==> config.mk <==
export PLATFORM = sky130hd
export DESIGN_NAME = seq_alu
export DESIGN_NICKNAME = d
export VERILOG_FILES = /design/src/rtl/seq_alu_pkg.sv /design/src/rtl/seq_alu_addsub.sv /design/src/rtl/seq_alu.sv
export SDC_FILE = /design/constraint.sdc
export NUM_CORES = 1
export LEC_CHECK = 0
export ABC_AREA = 0
export CAP_MARGIN = 5
export CORE_MARGIN = 10
export CORE_UTILIZATION = 25
export CTS_CLUSTER_SIZE = 12
export DETAILED_ROUTE_END_ITERATION = 10
export GPL_TIMING_DRIVEN = 1
export SLEW_MARGIN = 20
export SYNTH_ARGS = -nofsm -noshare
export SYNTH_HDL_FRONTEND = slang
export SYNTH_SLANG_ARGS = --single-unit
==> constraint.sdc <==
create_clock -name clk -period 8.1 [get_ports clk]
set_input_delay 2.43 -clock clk [delete_from_list [all_inputs] [get_ports clk]]
set_output_delay 2.43 -clock clk [all_outputs]
set_load 0.1 [all_outputs]
==> src/rtl/seq_alu_pkg.sv <==
// Shared types for the sequential ALU: opcodes, FSM states and flag bit positions.
package seq_alu_pkg;
  typedef enum logic [2:0] {
    OP_ADD  = 3'd0,
    OP_SUB  = 3'd1,
    OP_AND  = 3'd2,
    OP_OR   = 3'd3,
    OP_XOR  = 3'd4,
    OP_ZDET = 3'd5,
    OP_MUL  = 3'd6,
    OP_DIV  = 3'd7
  } op_t;

  typedef enum logic [1:0] {
    S_IDLE = 2'd0,
    S_BUSY = 2'd1,
    S_DONE = 2'd2
  } state_t;

  localparam int FLG_CARRY = 0;
  localparam int FLG_ZERO  = 1;
  localparam int FLG_OVF   = 2;
  localparam int FLG_ERR   = 3;
  localparam int FLG_N     = 4;
endpackage

==> src/rtl/seq_alu_addsub.sv <==
// Combinational ripple adder/subtractor; sub=1 computes a + ~b + 1.
module seq_alu_addsub #(
  parameter int WIDTH = 8
) (
  input  logic [WIDTH-1:0] a,
  input  logic [WIDTH-1:0] b,
  input  logic             sub,
  output logic [WIDTH-1:0] sum,
  output logic             carry,
  output logic             ovf
);
  logic [WIDTH-1:0] bx;
  logic             cy;

  always_comb begin
    bx = sub ? ~b : b;
    cy = sub;
    sum = '0;
    for (int i = 0; i < WIDTH; i++) begin
      sum[i] = a[i] ^ bx[i] ^ cy;
      cy     = (a[i] & bx[i]) | (cy & (a[i] ^ bx[i]));
    end
    carry = cy;
    ovf   = (a[WIDTH-1] == bx[WIDTH-1]) && (sum[WIDTH-1] != a[WIDTH-1]);
  end
endmodule

==> src/rtl/seq_alu.sv <==
// Handshaked ALU with registered result/flags, shift-add multiplier and,
// when SEQ_ALU_DIV_EN is defined, a restoring divider sharing the adder.
module seq_alu
  import seq_alu_pkg::*;
#(
  parameter int WIDTH = 8
) (
  input  logic               clk,
  input  logic               reset,
  input  logic               in_valid,
  output logic               in_ready,
  input  logic [2:0]         op,
  input  logic [WIDTH-1:0]   a,
  input  logic [WIDTH-1:0]   b,
  output logic               out_valid,
  input  logic               out_ready,
  output logic [2*WIDTH-1:0] result,
  output logic               carry,
  output logic               zero,
  output logic               ovf,
  output logic               err
);
  localparam int CNT_W = $clog2(WIDTH) + 1;

  state_t             state_q, state_d;
  op_t                op_q, op_d, op_e;
  logic [WIDTH-1:0]   b_q, b_d;
  logic [2*WIDTH-1:0] acc_q, acc_d, res_q, res_d, fin, step;
  logic [CNT_W-1:0]   cnt_q, cnt_d;
  logic [FLG_N-1:0]   flg_q, flg_d, fl;
  logic [WIDTH-1:0]   add_x, add_y, add_sum;
  logic               add_sub, add_c, add_v;
`ifdef SEQ_ALU_DIV_EN
  logic               ge;
`endif

  assign op_e = op_t'(op);

  seq_alu_addsub #(.WIDTH(WIDTH)) u_addsub (
    .a(add_x), .b(add_y), .sub(add_sub), .sum(add_sum), .carry(add_c), .ovf(add_v)
  );

  // Adder is shared: live operands in IDLE, accumulator step in BUSY.
  always_comb begin
    add_x   = a;
    add_y   = b;
    add_sub = (op_e == OP_SUB);
    if (state_q == S_BUSY) begin
      add_x   = acc_q[2*WIDTH-1:WIDTH];
      add_y   = b_q;
      add_sub = 1'b0;
`ifdef SEQ_ALU_DIV_EN
      if (op_q == OP_DIV) begin
        add_x   = {acc_q[2*WIDTH-2:WIDTH], acc_q[WIDTH-1]};
        add_sub = 1'b1;
      end
`endif
    end
  end

  always_comb begin
    state_d = state_q;
    op_d    = op_q;
    b_d     = b_q;
    acc_d   = acc_q;
    cnt_d   = cnt_q;
    res_d   = res_q;
    flg_d   = flg_q;
    fin     = '0;
    fl      = '0;
    step    = '0;
`ifdef SEQ_ALU_DIV_EN
    ge      = 1'b0;
`endif
    case (state_q)
      S_IDLE: if (in_valid) begin
        op_d    = op_e;
        b_d     = b;
        acc_d   = {{WIDTH{1'b0}}, a};
        cnt_d   = '0;
        state_d = S_DONE;
        case (op_e)
          OP_ADD, OP_SUB: begin
            fin[WIDTH-1:0] = add_sum;
            fl[FLG_CARRY]  = add_c;
            fl[FLG_OVF]    = add_v;
          end
          OP_AND:  fin[WIDTH-1:0] = a & b;
          OP_OR:   fin[WIDTH-1:0] = a | b;
          OP_XOR:  fin[WIDTH-1:0] = a ^ b;
          OP_ZDET: fin[0] = (a == '0);
          OP_MUL:  state_d = S_BUSY;
`ifdef SEQ_ALU_DIV_EN
          OP_DIV:  state_d = S_BUSY;
`else
          OP_DIV:  fl[FLG_ERR] = 1'b1;
`endif
          default: ;
        endcase
        if (state_d == S_DONE) begin
          fl[FLG_ZERO] = (fin == '0);
          res_d = fin;
          flg_d = fl;
        end
      end
      S_BUSY: begin
        // MUL: acc = {partial product, multiplier}; shift right with adder carry.
        step = acc_q[0] ? {add_c, add_sum, acc_q[WIDTH-1:1]} : {1'b0, acc_q[2*WIDTH-1:1]};
`ifdef SEQ_ALU_DIV_EN
        // DIV: acc = {remainder, quotient}; a set top bit means the trial always fits.
        if (op_q == OP_DIV) begin
          ge   = acc_q[2*WIDTH-1] | add_c;
          step = {ge ? add_sum : add_x, acc_q[WIDTH-2:0], ge};
        end
`endif
        acc_d = step;
        cnt_d = cnt_q + 1'b1;
        if (cnt_q == CNT_W'(WIDTH - 1)) begin
          state_d          = S_DONE;
          res_d            = step;
          flg_d            = '0;
          flg_d[FLG_ZERO]  = (step == '0);
          flg_d[FLG_ERR]   = (op_q == OP_DIV) && (b_q == '0);
        end
      end
      S_DONE: if (out_ready) state_d = S_IDLE;
      default: state_d = S_IDLE;
    endcase
  end

  always_ff @(posedge clk) begin
    if (reset) begin
      state_q <= S_IDLE;
      op_q    <= OP_ADD;
      b_q     <= '0;
      acc_q   <= '0;
      cnt_q   <= '0;
      res_q   <= '0;
      flg_q   <= '0;
    end else begin
      state_q <= state_d;
      op_q    <= op_d;
      b_q     <= b_d;
      acc_q   <= acc_d;
      cnt_q   <= cnt_d;
      res_q   <= res_d;
      flg_q   <= flg_d;
    end
  end

  assign in_ready  = (state_q == S_IDLE);
  assign out_valid = (state_q == S_DONE);
  assign result    = res_q;
  assign carry     = flg_q[FLG_CARRY];
  assign zero      = flg_q[FLG_ZERO];
  assign ovf       = flg_q[FLG_OVF];
  assign err       = flg_q[FLG_ERR];
endmodule

======== After elaboration in Yosys (flattened, before gate mapping) ========
Index checks and enable logic that the tools add are counted.
operators by class
  add/subtract/negate cells ............... 1
  equality and inequality tests ........... 18
  multiplexer cells ....................... 33
  bitwise logic cells ..................... 44
  reductions and logical operators ........ 14
operators by type and width
  operator               number
  $mux W16               5
  $pmux W16 S2           2
  $pmux W7 S4            1
  $logic_not A8 Y1       3
  $mux W8                3
  $and A1 B1 Y1          16
  $logic_not A16 Y1      1
  $mux W4                4
  $pmux W4 S2            2
  $xor A1 B1 Y1          16
  $eq A3 B3 Y1 const B   5
  $mux W7                2
  $mux W2                6
  $and A8 B8 Y8          1
  $not A8 Y8             1
  $or A1 B1 Y1           8
  $or A8 B8 Y8           1
  $xor A8 B8 Y8          1
  $eq A3 B2 Y1 const B   2
  $mux W1                6
  $ne A2 B1 Y1 const B   3
  $pmux W2 S3            1
  $pmux W1 S5            1
  $add A4 B1 Y4 const B  1
  15 further kinds       18
word-level totals
  flip-flop bits (word level) ............. 53
  output and inout port bits .............. 22

======== Longest topological paths before layout ========
Gate-level depths: netlist (run 1).
  depth after elaboration ................. 27
  mapped depth ............................ 18

======== Modules after synthesis ========
Synthesis (run 1) repeated with hierarchy kept, for this count alone.
second synthesis, totals
  cell total of the unflattened synthesis .. 440
  area, all modules ....................... 3422.0 um2
modules (own cells, without submodules)
  module          times used  cells each  area an instance (um2)
  seq_alu         1           407         3109.2
  seq_alu_addsub  1           33          312.8

======== Worst setup path after synthesis (run 1) ========
No wires, ideal clock.
  path kind ............................... input -> register
  from .................................... input op[2]
  to ...................................... register flg_q[1]
  data arrival time ....................... 7.076 ns
  required time ........................... 8.012 ns
  path slack .............................. 0.935 ns
  stages .................................. 18
  buffers on the path ..................... 2
  cell sequence ........................... buf_4 -> nor2_2 -> and2_1 -> buf_2 -> xnor2_1 -> o21ai_0 -> fa_1 -> fa_1 -> fa_1 -> fa_1 -> fa_1 -> fa_1 -> fa_1 -> a32oi_1 -> nand3_1 -> nor4_1 -> nand3_1 -> a311oi_2
on the way
  longest elaborated chain between the ends .. 26
RTL lines
  item                  line                                        source
  start, declared       seq_alu.sv:12                               input logic [2:0] op,
  $eq A3 B1 Y1          seq_alu.sv:47, seq_alu.sv:82
  $mux W1               seq_alu.sv:48                               if (state_q == S_BUSY) begin
  $mux W8               seq_alu_addsub.sv:16                        bx = sub ? ~b : b;
  $xor A1 B1 Y1         seq_alu_addsub.sv:20, seq_alu_addsub.sv:21
  $and A1 B1 Y1         seq_alu_addsub.sv:21                        cy = (a[i] & bx[i]) | (cy & (a[i] ^ bx[i]));
  $or A1 B1 Y1          seq_alu_addsub.sv:21
  $and A1 B1 Y1         seq_alu_addsub.sv:21
  $or A1 B1 Y1          seq_alu_addsub.sv:21
  [... 10 more ...]     --
  $xor A1 B1 Y1         seq_alu_addsub.sv:20                        sum[i] = a[i] ^ bx[i] ^ cy;
  $pmux W7 S4           seq_alu.sv:82                               case (op_e)
  $mux W7               seq_alu.sv:76                               S_IDLE: if (in_valid) begin
  $mux W7               seq_alu.sv:75                               case (state_q)
  $logic_not A8 Y1      seq_alu.sv:101                              fl[FLG_ZERO] = (fin == '0);
  $mux W4               seq_alu.sv:100                              if (state_d == S_DONE) begin
  $mux W4               seq_alu.sv:76
  $pmux W4 S2           seq_alu.sv:75
  end signal, assigned  seq_alu.sv:147                              flg_q <= flg_d;
  end, declared         seq_alu.sv:30                               logic [FLG_N-1:0] flg_q, flg_d, fl;
Several ways; a longest one is shown, not always the timed one. The select of a mux whose other input is x is not followed.
A chain may end at the register's enable or synchronous reset.

======== Worst setup path in the final report (run 1) ========
Same ends and word-level chain as after synthesis.

==> results of run 1 <==
-- metrics by stage --
stage	worst slack [ns]	cell area (sq um)	utilization, %
final	0.715	3990	31.5
after CTS	0.740	3990	31.5
after global placement	0.534	3820	30.2
after global routing	0.407	3990	31.5
after detailed placement	0.482	3820	30.2
after floorplan	0.935	3250	-
-- cell families (layout without fill, tap and decap cells) --
kind of cell / count (synthesis) / after routing / synth area share [%]
DFF: 53 / 53 / 32.7
and+or+nand+nor: 171 / 171 / 23.6
buffers and inverters: 47 / 79 / 6.44
xor gates and xnor gates: 13 / 13 / 3.51
adders and majority gates: 25 / 25 / 11.3
AOI/OAI and AO/OA: 104 / 104 / 19.8
muxes: 8 / 8 / 2.66
-- layout make-up --
| type | instances | area [sq um] | share of cell area, % |
|---|---|---|---|
| clock inverter | 3 | 43.8 | 1.10 |
| multi-input combinational | 321 | 1980 | 49.6 |
| timing repair buffer | 52 | 495 | 12.4 |
| inverter | 19 | 71.3 | 1.79 |
| clock buffer | 5 | 125 | 3.14 |
| tap | 172 | 215 | 5.39 |
| sequential | 53 | 1060 | 26.6 |
-- metal layers --
layer	GRT usage [%]	part of all wire, %	routed length, um	vias to the layer above
li1	-	-	-	1520
met1	15.2	48	5010	1472
met2	18.9	45	4760	96
met3	2.65	5.4	563	13
met4	2.84	1.3	134	0
met5	0	0	0	-
-- path summary, 6_finish.rpt --
path	from	slack [ns]	cells past startpoint	to
hold reg to reg	result[2]	0.45	2	result[2]
setup / recovery	op[2]	0.71	17	flg_q[1]
hold / removal	result[2]	0.45	2	result[2]
setup reg to reg	state_q[0]	2.52	14	flg_q[1]
-- state kept, by name, summed over array words and instances (netlist names) --
register	flops
state_q	2
cnt_q	4
op_q	3
acc_q	16
result	16
flg_q	4
b_q	8
-- power by group --
group	internal [mW]	switching, mW	total, mW
logic	0.0662	0.134	0.200
clock network	0.147	0.103	0.250
registers	0.273	0.0116	0.284
total	0.486	0.248	0.734
-- worst register-to-register path: cells and delay by family, from the launching register on --
family / cells / cell delay, ns
fa+ha+maj: 7 / 3.01
simple gates: 4 / 1.29
compound gates: 3 / 0.71
flops: 1 / 0.48
-- placed cells by master (no fill, tap or decap), drive strengths merged, types with 5 or more instances in the layout --
cell            n
xnor2           9
dfxtp          53
inv            20
nor2b           6
a22oi          10
nor3            8
nand2          86
nand3          15
clkdlybuf4s50  43
buf             9
nor2           32
nor4            6
nand4           6
o21ai          21
o211ai          6
clkbuf          5
ha             18
fa              7
mux2            5
a32oi           6
a21oi          44
==> Flow_metrics.wiki, run 1 <==
{| class="wikitable"
! Metric !! Value
|-
| Buffer cell driving the clock tree root || sky130_fd_sc_hd__clkbuf_16
|-
| CTS Buf Count || 5
|-
| Mapped Area || 3250 sq um
|-
| Vias in the first global route || 3165
|-
| Nets || 500
|-
| Synthesized net count || 469
|-
| Async set or reset register ratio after synthesis || 0%
|-
| First-pass detailed-route iteration total || 5
|-
| Antenna violations before repair || 0
|-
| Hold Violations, Final || 0
|-
| Fraction of final layout cells sized beyond drive strength 1 || 6.18%
|-
| Count of standard-cell rows || 41
|-
| Combined global-route utilization of all metal layers || 11.7%
|-
| Latest clock arrival within the worst-skew pair || 0.30 ns
|-
| Final critical-path required period || 7.39 ns
|-
| Number of flip-flops and latches in the synthesized netlist || 53
|-
| Filler cell count || 1385
|-
| Number of placed instances with taps included || 617
|-
| Signed area change from the synthesized netlist to the final layout || 22.9%
|-
| Hpwl dp || 7810 um
|-
| P per Cell Area || 184 nW/um^2
|-
| Clk pin slew, worst setup/hold paths || 0.08 ns
|-
| Total wire length || 10500 um
|-
| Setup TNS || 0 ns
|-
| Static power due to leakage || 1.46 nW
|-
| Class of the worst hold path || reg2reg
|-
| Die boundary width || 134 um
|-
| Actual slew at the worst max-slew pin || 0.999 ns
|-
| Routed length per instance || 16.7 um
|-
| Critical setup path kind || in2reg
|-
| CTS tree || yes
|-
| Total via count in the routed design || 3101
|-
| Series of cell instances along the critical path || clkdlybuf4s50_1 > nor2_2 > and2_1 > xnor2_1 > o21ai_0 > fa_1 > fa_1 > fa_1 > fa_1 > fa_1 > fa_1 > fa_1 > a32oi_1 > nand3_1 > nor4_1 > nand3_1 > a311oi_2
|-
| Maximum number of pins on one net before global-route repair || 54
|-
| Category of cells accounting for the largest share of critical-path delay || adder cells
|-
| Worst path required time || 8.31 ns
|-
| Worst relative slew slack || 33.2%
|-
| Antenna cell count || 0
|-
| Unique masters post-synth || 46
|-
| Crit path max fanout || 5
|-
| Finish-stage setup viols || 0
|-
| Crit-path max cell delay || 0.51 ns
|-
| Cell taking the most area after synthesis || sky130_fd_sc_hd__dfxtp_1
|-
| Max rail drop VDD || 0.0000799 V
|-
| Crit path DAT || 7.60 ns
|-
| Antenna Violating Nets Remaining || 0
|-
| Most frequent cell on the critical path || sky130_fd_sc_hd__fa_1
|-
| Die area || 17900 sq um
|-
| Element type at the critical path end || flip-flop
|-
| Maximum achievable frequency || 135 MHz
|-
| # IOs || 45
|-
| Quantity of gates resized following cts || 0
|-
| H-tree depth || 2
|-
| Final Non-Filler Cells || 625
|-
| Congestion Overflow GR || 0
|-
| Cell types with the highest counts after synthesis || 86 x sky130_fd_sc_hd__nand2_1, 53 x sky130_fd_sc_hd__dfxtp_1, 44 x sky130_fd_sc_hd__a21oi_1
|-
| Highest-delay cell along the critical path || sky130_fd_sc_hd__fa_1
|-
| Final RePlAce weighted congestion || 0.896
|-
| Fin. max-slew vios || 0
|-
| Fraction of synthesized cell area taken by the top area cell type || 32.7%
|-
| CTS max path bufs || 2
|-
| Standard cell core area || 12700 sq um
|-
| Effective utilization at floorplan || 25.6%
|-
| Most numerous cell in the Yosys netlist || sky130_fd_sc_hd__nand2_1
|-
| Post-route fraction of the period consumed by the critical path || 91.2%
|-
| DRC || 0
|-
| DRT iter0 DRCs || 307
|-
| Worst Setup Start Kind || primary input
|-
| Mean number of vias per cell || 4.96
|-
| Primary flip-flop cell chosen by synthesis mapping || sky130_fd_sc_hd__dfxtp_1
|-
| Wire length of the first global-routing pass || 17000 um
|-
| Cells after Synth || 421
|-
| Syn avg cell area || 7.71 sq um
|-
| Die height || 134 um
|-
| Buffers added on ports || 44
|-
| Post-CTS setup-driven buffer insertion count || 0
|-
| Synth area leaders || sky130_fd_sc_hd__dfxtp_1 33%, sky130_fd_sc_hd__nand2_1 9.9%, sky130_fd_sc_hd__ha_1 6.9%
|-
| Number of clock sinks || 53
|-
| RSZ-0062 raised after global routing || false
|-
| Outcome || finished clean
|-
| Max-cap violation count || 0
|-
| Worst clock skew || 0.00753 ns
|-
| Post-CTS Hold Buffers || 0
|-
| Number of synthesized flops with an enable pin || 0
|-
| Register area share after synthesis || 32.7%
|-
| Number of buffers and inverters on the critical path || 1
|-
| Overall power of the completed layout || 0.734 mW
|-
| Post-route worst hold slack || 0.455 ns
|-
| Warnings from Yosys || 0
|}
(Power assumes the default switching activity.)
==> run 2, diff against run 1 <==
--- a/config.mk
+++ b/config.mk
@@ -7,11 +7,14 @@
 export LEC_CHECK = 0
 export ABC_AREA = 0
 export CAP_MARGIN = 5
+export CELL_PAD_IN_SITES_DETAIL_PLACEMENT = 2
+export CELL_PAD_IN_SITES_GLOBAL_PLACEMENT = 2
 export CORE_MARGIN = 10
 export CORE_UTILIZATION = 25
 export CTS_CLUSTER_SIZE = 12
 export DETAILED_ROUTE_END_ITERATION = 10
 export GPL_TIMING_DRIVEN = 1
+export PLACE_DENSITY_LB_ADDON = 0.1
 export SLEW_MARGIN = 20
 export SYNTH_ARGS = -nofsm -noshare
 export SYNTH_HDL_FRONTEND = slang
==> Flow_metrics.wiki, run 2 (synthesis gave the netlist of run 1 again) <==
{| class="wikitable"
! Metric !! Value
|-
| Crit-path max cell delay || 0.56 ns
|-
| Buffers added on ports || 44
|-
| Quantity of gates resized following cts || 0
|-
| Crit path max fanout || 7
|-
| First-pass detailed-route iteration total || 4
|-
| Fin. max-slew vios || 0
|-
| Crit path DAT || 7.48 ns
|-
| Detailed-routing wirelength on met1 || 6040 um
|-
| Max-cap violation count || 0
|-
| Post-route fraction of the period consumed by the critical path || 89.6%
|-
| Final Non-Filler Cells || 626
|-
| Worst Setup Start Kind || primary input
|-
| Effective utilization at floorplan || 25.6%
|-
| Combined global-route utilization of all metal layers || 14.9%
|-
| Leading cell types in the layout, fill and taps excluded || 86 x sky130_fd_sc_hd__nand2_1, 53 x sky130_fd_sc_hd__dfxtp_1, 44 x sky130_fd_sc_hd__a21oi_1, 43 x sky130_fd_sc_hd__clkdlybuf4s50_1, 30 x sky130_fd_sc_hd__nor2_1
|-
| Count of standard-cell rows || 41
|-
| Worst clock skew || 0.00952 ns
|-
| Nets || 501
|-
| DRC || 0
|-
| Max rail drop VDD || 0.0000864 V
|-
| CTS max path bufs || 2
|-
| Met2 wirelength from detailed routing || 6070 um
|-
| Outcome || finished clean
|-
| Amount of wire on met3 after detailed routing || 593 um
|-
| Class of the worst hold path || reg2reg
|-
| Mean number of vias per cell || 5.01
|-
| Die height || 134 um
|-
| Maximum achievable frequency || 138 MHz
|-
| Worst relative slew slack || 28.6%
|-
| Actual slew at the worst max-slew pin || 1.07 ns
|-
| Filler cell count || 1487
|-
| Final critical-path required period || 7.26 ns
|-
| Uppermost routed layer || met4
|-
| Critical setup path kind || in2reg
|-
| Signed area change from the synthesized netlist to the final layout || 23.1%
|-
| Wire length of the first global-routing pass || 20700 um
|-
| CTS Buf Count || 5
|-
| Most common library cell in the layout ignoring fill and taps || sky130_fd_sc_hd__nand2_1
|-
| Vias in the first global route || 3429
|-
| Series of cell instances along the critical path || clkdlybuf4s50_1 > nor2_2 > and2_1 > buf_4 > nand2_1 > a31oi_1 > fa_1 > fa_1 > fa_1 > fa_1 > fa_1 > fa_1 > fa_1 > a32oi_1 > nand3_1 > nor4_1 > nand3_1 > a311oi_2
|-
| Finish-stage setup viols || 0
|-
| Routed length per instance || 20.6 um
|-
| Antenna violations before repair || 0
|-
| Static power due to leakage || 1.46 nW
|-
| Antenna Violating Nets Remaining || 0
|-
| DRT iter0 DRCs || 116
|-
| Most frequent cell on the critical path || sky130_fd_sc_hd__fa_1
|-
| Hold Violations, Final || 0
|-
| Post-CTS Hold Buffers || 0
|-
| Antenna cell count || 0
|-
| Congestion Overflow GR || 0
|-
| Die boundary width || 134 um
|-
| Number of buffers and inverters on the critical path || 2
|-
| Buffer cell driving the clock tree root || sky130_fd_sc_hd__clkbuf_16
|-
| Maximum number of pins on one net before global-route repair || 54
|-
| P per Cell Area || 187 nW/um^2
|-
| RSZ-0062 raised after global routing || false
|-
| Post-route worst hold slack || 0.455 ns
|-
| Latest clock arrival within the worst-skew pair || 0.31 ns
|-
| Die area || 17900 sq um
|-
| Standard cell core area || 12700 sq um
|-
| Worst path required time || 8.32 ns
|-
| # IOs || 45
|-
| H-tree depth || 2
|-
| Fraction of final layout cells sized beyond drive strength 1 || 6.17%
|-
| Post-CTS setup-driven buffer insertion count || 0
|-
| Category of cells accounting for the largest share of critical-path delay || adder cells
|-
| Setup TNS || 0 ns
|-
| Number of placed instances with taps included || 618
|-
| Number of clock sinks || 53
|-
| Total wire length || 12900 um
|-
| Hpwl dp || 9730 um
|-
| Clk pin slew, worst setup/hold paths || 0.07 ns
|-
| Element type at the critical path end || flip-flop
|-
| Highest-delay cell along the critical path || sky130_fd_sc_hd__clkdlybuf4s50_1
|-
| CTS tree || yes
|-
| Total via count in the routed design || 3134
|-
| Final RePlAce weighted congestion || 0.849
|}
-- run 2: cell count changes in the layout (fill, tap and decap cells not counted), sizes merged --
cell / change
buf: +1
clkbuf: +1
inv: -1
-- run 2: final cells by class --
class / instances / area [sq um] / area share, %
clock inverter: 2 / 38.8 / 0.971
clock buffer: 6 / 129 / 3.22
timing repair buffer: 53 / 503 / 12.6
sequential: 53 / 1060 / 26.5
multi-input combinational: 321 / 1980 / 49.5
tap: 172 / 215 / 5.39
inverter: 19 / 71.3 / 1.78
-- run 2: stage by stage --
step | power, mW | area, sq um | utilization (%) | setup slack [ns]
floorplan | 0.429 | 3250 | - | 0.935
global placement | 0.500 | 3830 | 30.2 | 0.621
detailed placement | 0.503 | 3830 | 30.2 | 0.522
CTS | 0.759 | 4000 | 31.5 | 0.836
global route | 0.788 | 4000 | 31.5 | 0.578
finish | 0.747 | 4000 | 31.5 | 0.844
-- run 2: final timing paths --
kind          endpoint  startpoint  slack (ns)  cells past startpoint
max           flg_q[1]       op[1]        0.84                     18
min          result[1]   result[1]        0.46                      2
max reg2reg   flg_q[1]  state_q[0]        2.48                     14
min reg2reg  result[1]   result[1]        0.46                      2
-- run 2: worst register-to-register path: stages (launching register included) --
cell and delay [ns]:
sky130_fd_sc_hd__dfxtp_1 0.51, sky130_fd_sc_hd__nor2b_2 0.78, sky130_fd_sc_hd__o21ai_0 0.30, sky130_fd_sc_hd__fa_1 0.46, sky130_fd_sc_hd__fa_1 0.39, sky130_fd_sc_hd__fa_1 0.39, sky130_fd_sc_hd__fa_1 0.39, sky130_fd_sc_hd__fa_1 0.39
sky130_fd_sc_hd__fa_1 0.40, sky130_fd_sc_hd__fa_1 0.52, sky130_fd_sc_hd__a32oi_1 0.20, sky130_fd_sc_hd__nand3_1 0.12, sky130_fd_sc_hd__nor4_1 0.30, sky130_fd_sc_hd__nand3_1 0.15, sky130_fd_sc_hd__a311oi_2 0.25
-- run 2: report_power, final --
part,switching (mW),internal [mW]
registers,0.0122,0.273
clock network,0.105,0.147
logic,0.143,0.0670
total,0.260,0.487
-- run 2: routing by layer --
metal	GRT usage, %	up-vias
met2	24.5	61
met1	19.1	1550
li1	-	1515
met3	3.29	8
met4	3.99	0
met5	0	-
